<file path="config.mk">
export PLATFORM = sky130hd
export DESIGN_NAME = rx_datapath
export DESIGN_NICKNAME = d
export VERILOG_FILES = /design/src/rtl/rx_datapath.sv
export SDC_FILE = /design/constraint.sdc
export NUM_CORES = 1
export LEC_CHECK = 0
export CORE_MARGIN = 2
export CORE_UTILIZATION = 48
export CTS_BUF_LIST = sky130_fd_sc_hd__clkbuf_8
export DETAILED_ROUTE_END_ITERATION = 8
export PLACE_DENSITY = 0.84
export SETUP_SLACK_MARGIN = 0.15
export SLEW_MARGIN = 5
export SYNTH_ARGS = -nofsm -noshare
export SYNTH_HDL_FRONTEND = slang
export SYNTH_SLANG_ARGS = --single-unit
</file>
<file path="constraint.sdc">
create_clock -name clk -period 1.47 [get_ports clk]
set_input_delay 0.2205 -clock clk [delete_from_list [all_inputs] [get_ports clk]]
set_output_delay 0.2205 -clock clk [all_outputs]
set_load 0.01 [all_outputs]
</file>
<file path="src/rtl/rx_datapath.sv">
// UART receive datapath: line synchroniser, start-edge detector, 11-bit frame
// shift register, parity check and stop/start validation for an external receive FSM.
module rx_datapath #(
    parameter bit PARITY_ODD = 1'b0
) (
    input  logic       clk,
    input  logic       rst,
    input  logic       rx_in,
    input  logic       run_shift,
    input  logic       sample_done,
    input  logic       parity_load,
    input  logic       chk_stop,
    output logic       start_bit_detected,
    output logic       parity_error,
    output logic [7:0] data_out,
    output logic       data_valid,
    output logic       frame_error
);

    logic        rx_meta;
    logic        rx_s;
    logic        rx_d;
    logic [1:0]  sync_fill;
    logic        armed;
    logic        busy;
    logic [10:0] sr;
    logic        start_cond;
    logic        frame_ok;

    // Reset preloads the synchroniser with idle-high values, so a line held low
    // across reset would look like a falling edge. The line must first be seen high
    // as a real sample before a start edge is accepted.
    assign start_cond = armed & rx_d & ~rx_s & ~busy;
    assign frame_ok   = sr[10] & ~sr[0];

    assign parity_error = parity_load & ((^sr[9:1]) != PARITY_ODD);

    // NOTE: every sequential assignment is non-blocking so all flops sample the
    // pre-edge values; a blocking assignment here would collapse the synchroniser chain.
    always_ff @(posedge clk or posedge rst) begin
        if (rst) begin
            rx_meta   <= 1'b1;
            rx_s      <= 1'b1;
            rx_d      <= 1'b1;
            sync_fill <= 2'b00;
            armed     <= 1'b0;
        end else begin
            rx_meta   <= rx_in;
            rx_s      <= rx_meta;
            rx_d      <= rx_s;
            sync_fill <= {sync_fill[0], 1'b1};
            armed     <= armed | (sync_fill[1] & rx_s);
        end
    end

    always_ff @(posedge clk or posedge rst) begin
        if (rst) begin
            start_bit_detected <= 1'b0;
            busy               <= 1'b0;
        end else begin
            start_bit_detected <= start_cond;
            if (start_cond) begin
                busy <= 1'b1;
            end else if (chk_stop || parity_error) begin
                busy <= 1'b0;
            end
        end
    end

    // Clearing on the start edge takes priority so a new frame never inherits stale bits.
    always_ff @(posedge clk or posedge rst) begin
        if (rst) begin
            sr <= '0;
        end else if (start_cond) begin
            sr <= '0;
        end else if (run_shift && sample_done) begin
            sr <= {rx_s, sr[10:1]};
        end
    end

    always_ff @(posedge clk or posedge rst) begin
        if (rst) begin
            data_out    <= 8'h00;
            data_valid  <= 1'b0;
            frame_error <= 1'b0;
        end else begin
            data_valid  <= chk_stop & frame_ok;
            frame_error <= chk_stop & ~frame_ok;
            if (chk_stop && frame_ok) begin
                data_out <= sr[8:1];
            end
        end
    end

endmodule

</file>
== Yosys cells after proc, flatten, opt, wreduce, memory -nomap -nowiden ==
Cells that the tools add are included.
Cells by class
  bitwise logic cells: 13
  muxes and demuxes: 4
  reductions and logical operators: 6
Operators by type and width (count)
  two-way mux 11 bit: 2
  parity 9 bit: 1
  bitwise AND 1 bit: 8
  NOT 1 bit: 4
  nonzero test 2 bit: 2
  logical AND 1 bit: 2
  two-way mux 1 bit: 2
  logical OR 1 bit: 1
  bitwise OR 1 bit: 1
Storage, ports and cells
  bits in registers: 29
  logic and storage cells: 34
  output and inout port bits: 12
  input port bits: 7

== Depth between registers and ports, before layout ==
  depth after elaboration: 5
  gate-level depth with buffers: 4
  mapped depth without buffers: 4

== Least setup slack after synthesis ==
OpenSTA, ideal clock, no wires.
  path kind: register to output
  start: reg sr[2]
  end: out parity_error
  cell stages (with the launch flop): 5
  buffers on the path: 0
  data required time: 1.250 ns
  setup slack: -0.043 ns
  arrival time: 1.292 ns
  path through: dfrtp_1 -> xnor2_1 -> xnor3_1 -> xnor2_1 -> and2_1
On the way
  cells in the longest elaborated chain, start to end: 2
RTL lines
  from (decl): line 26  | logic [10:0] sr;
  from (signal assigned): line 77  | sr <= {rx_s, sr[10:1]};
  parity 9 bit: line 36  | assign parity_error = parity_load & ((^sr[9:1]) != PARITY_ODD);
  bitwise AND 1 bit: line 36
  to (decl): line 14  | output logic parity_error,
No other way between the ends.

== Worst setup path after layout ==
  start: reg sr[4]
  end: out parity_error
The elaborated chain is that of the path after synthesis.

==> results.ini <==
[critical_path]
critical_path_class = reg -> out
crit_chain = xnor2_1 -> xnor3_1 -> xnor2_1 -> and2_4 -> buf_6
path_buf_inv = 1
cp-start-kind = flip-flop
cp_data_required_time_ns = 1.25
crit_arrival_ns = 1.72
worstRegToRegCells = 6
crit_top_cell = xnor2_1
cp-end-kind = output pin
r2r_end = busy
crit_fanout = 2
cp_top_family = XOR/XNOR gates
crit_path_top_delay_cell = xnor3_1
rrSetupSlack_ns = -0.34
cpPeakStageDelay_ns = 0.46
rr_startpoint = sr[4]

[synthesis]
synth_top_area_share_pct = 57.0
synth_nets = 104
synth_cells = 97
yosys_register_bits = 29
synth-seq-area-share_pct = 63.9
synth_area_per_cell_um2 = 11.8
ys_types = 19
ys.warnings.count = 0
netlist_area_um2 = 1140
synth_area_leaders = dfrtp_1 (57%), mux2_2 (7.9%), nand2_1 (7.9%)
yosysTopAreaCell = dfrtp_1

[final_layout]
stdcell_count = 172
fin_nets = 150
fill_cells = 145
mostFrequentLayoutCell = dfrtp_1
layout_common_cells = dfrtp_1 (26), nand2_1 (23), buf_4 (19)
syn_to_final_growth_pct = 47.1
layout-drive-gt1-share_pct = 32.6
n_antenna_cell = 0

[place]
dp_cells = 155
hpwl_mm = 1.59
gp_congestion = 0.792
portBuffers = 18

[clock_tree]
cts_buffers = 5
htreeDepth = 2
postCtsHoldBufs = 0
cts_tree = done
clk_pin_slew_ns = 0.06
clock_latency_ns = 0.28
cts.sinks = 29
cts_max_path_buffers = 2
cts-root-buf = clkbuf_8

[timing]
hold_viol = 0
post-route-min-period_ns = 1.94
fin_ws_ns = -0.467
hold_ws_ns = 0.290
rsz0062_at_grt = yes
fmax_mhz = 516
setup_viol = 2
finalCritPeriodShare_pct = 132
skew_ns = 0.00511
maxSlewViolCount = 0

[floorplan]
boundaryPins = 19
core_area_um2 = 2230
die-height_um = 52.8
start_util_pct = 51.1
die_w_um = 52.8
die-area_um2 = 2780
num_rows = 17

[route]
dr.first_iter.drc_count = 28
highest_layer = met4
num_vias = 913
vias_per_cell = 5.31
first_pass_iters = 5
final_antenna_net_count = 0
drc = 0
met3_length_um = 153
drt-met1-wl_mm = 1.11
routed_wl_mm = 2.84
wl_met2_mm = 1.49
wire_per_inst_um = 16.5

[pwr]
total_leakage_power_nw = 0.861
swShare_pct = 24.2
total_power_mw = 1.85
pwr_density_cell_nw_per_um2 = 1100
switching_power_mw = 0.448
pwr-share-comb_pct = 17.7
cellInternalPower_mw = 1.40
ir_drop_uv = 888
clock_power_share_pct = 34.8
p_seq_share_pct = 47.5

[job]
maxCapViolCount = 0

[grt]
grt_antenna_before_repair = 0
grt.total_usage_pct = 22.1
grt_pass1_wl_mm = 4.18
grt_pass1_vias = 872
grt_max_degree = 30
grt-ovfl-total = 0

[status]
violations = setup timing
status = complete, but fails checks

[hold_path]
hp-class = in -> async

[cells in the mapped netlist]
cell type and n:
inv_1 4, xnor2_2 1, conb_1 1, xnor2_1 4, dfrtp_1 26, nor3_1 2, nor4b_1 1, a21oi_1 12
nand3_1 1, clkbuf_1 3, nand2_1 24, and4b_1 1, a21o_1 1, o21ai_0 1, and2_1 2, xor2_1 1
mux2_2 8, dfstp_2 3, xnor3_1 1
[repair_timing]
item | CTS | global route
endpoints found under the hold margin | 0 | 0
setup endpoints to repair | 15 | 8
buffers inserted | 1 | 7
cloned | 0 | 1
pin swaps | 3 | 4
gates resized for setup | 18 | 5
[layer usage]
layer  track usage (%)  up-vias
met5                 0        -
li1                  -      405
met4              8.97        0
met2              35.8       45
met1              26.0      447
met3              8.86       16
[final cells by class]
cell class,count,area [um^2],area share [%]
flip-flops and latches,29,729,43.4
multi-input cells,61,408,24.3
clock inverters,2,7.51,0.447
inverters,4,15.0,0.894
repair buffers,42,402,23.9
clock buffers,6,82.6,4.92
well taps,28,35.0,2.09
[worst min-delay path, stage by stage]
cell	delay, ns
clkdlybuf4s50_1	0.40
inv_1	0.10
buf_12	0.20
[worst max path at each step]
stage / cells after the start / startpoint / to
floorplan: 4 / sr[4] / parity_error
global placement: 5 / sr[4] / parity_error
detailed placement: 5 / sr[4] / parity_error
CTS: 5 / sr[3] / parity_error
global route: 5 / sr[4] / parity_error
finish: 5 / sr[4] / parity_error
[state kept, by name, indices dropped and copies added, names as in the netlist]
signal and flops:
sr 11, data_valid 1, rx_meta 1, start_bit_detected 1
rx_d 1, frame_error 1, armed 1, rx_s 1
sync_fill 2, busy 1, data_out 8
[power groups by stage]
stage | logic [mW] | registers, mW | clock network, mW
floorplan | 0.127 | 0.894 | 0
global placement | 0.258 | 0.883 | 0
detailed placement | 0.266 | 0.886 | 0
CTS | 0.274 | 0.875 | 0.654
global route | 0.348 | 0.880 | 0.694
finish | 0.327 | 0.876 | 0.643
[cells by family after synthesis]
family          count (synthesis)  share of synthesized area [%]
compound gates                 14                           6.36
flops                          29                           63.9
other cells                     1                          0.329
mux                             8                           7.90
simple gates                   31                           12.0
xor+xnor                        7                           7.24
buf+inv                         7                           2.30
[per-stage QoR]
step,util (%),TNS (ns),setup slack [ns],cell area [um^2]
after global routing,75.2,-0.889,-0.503,1680
after global placement,66.7,-0.571,-0.563,1490
after detailed placement,66.7,-0.643,-0.572,1490
after floorplan,-,-0.0228,-0.0228,1150
final,75.2,-0.807,-0.467,1680
after CTS,71.1,-0.668,-0.473,1590
No activity file was read; power rests on OpenSTA's default activity.
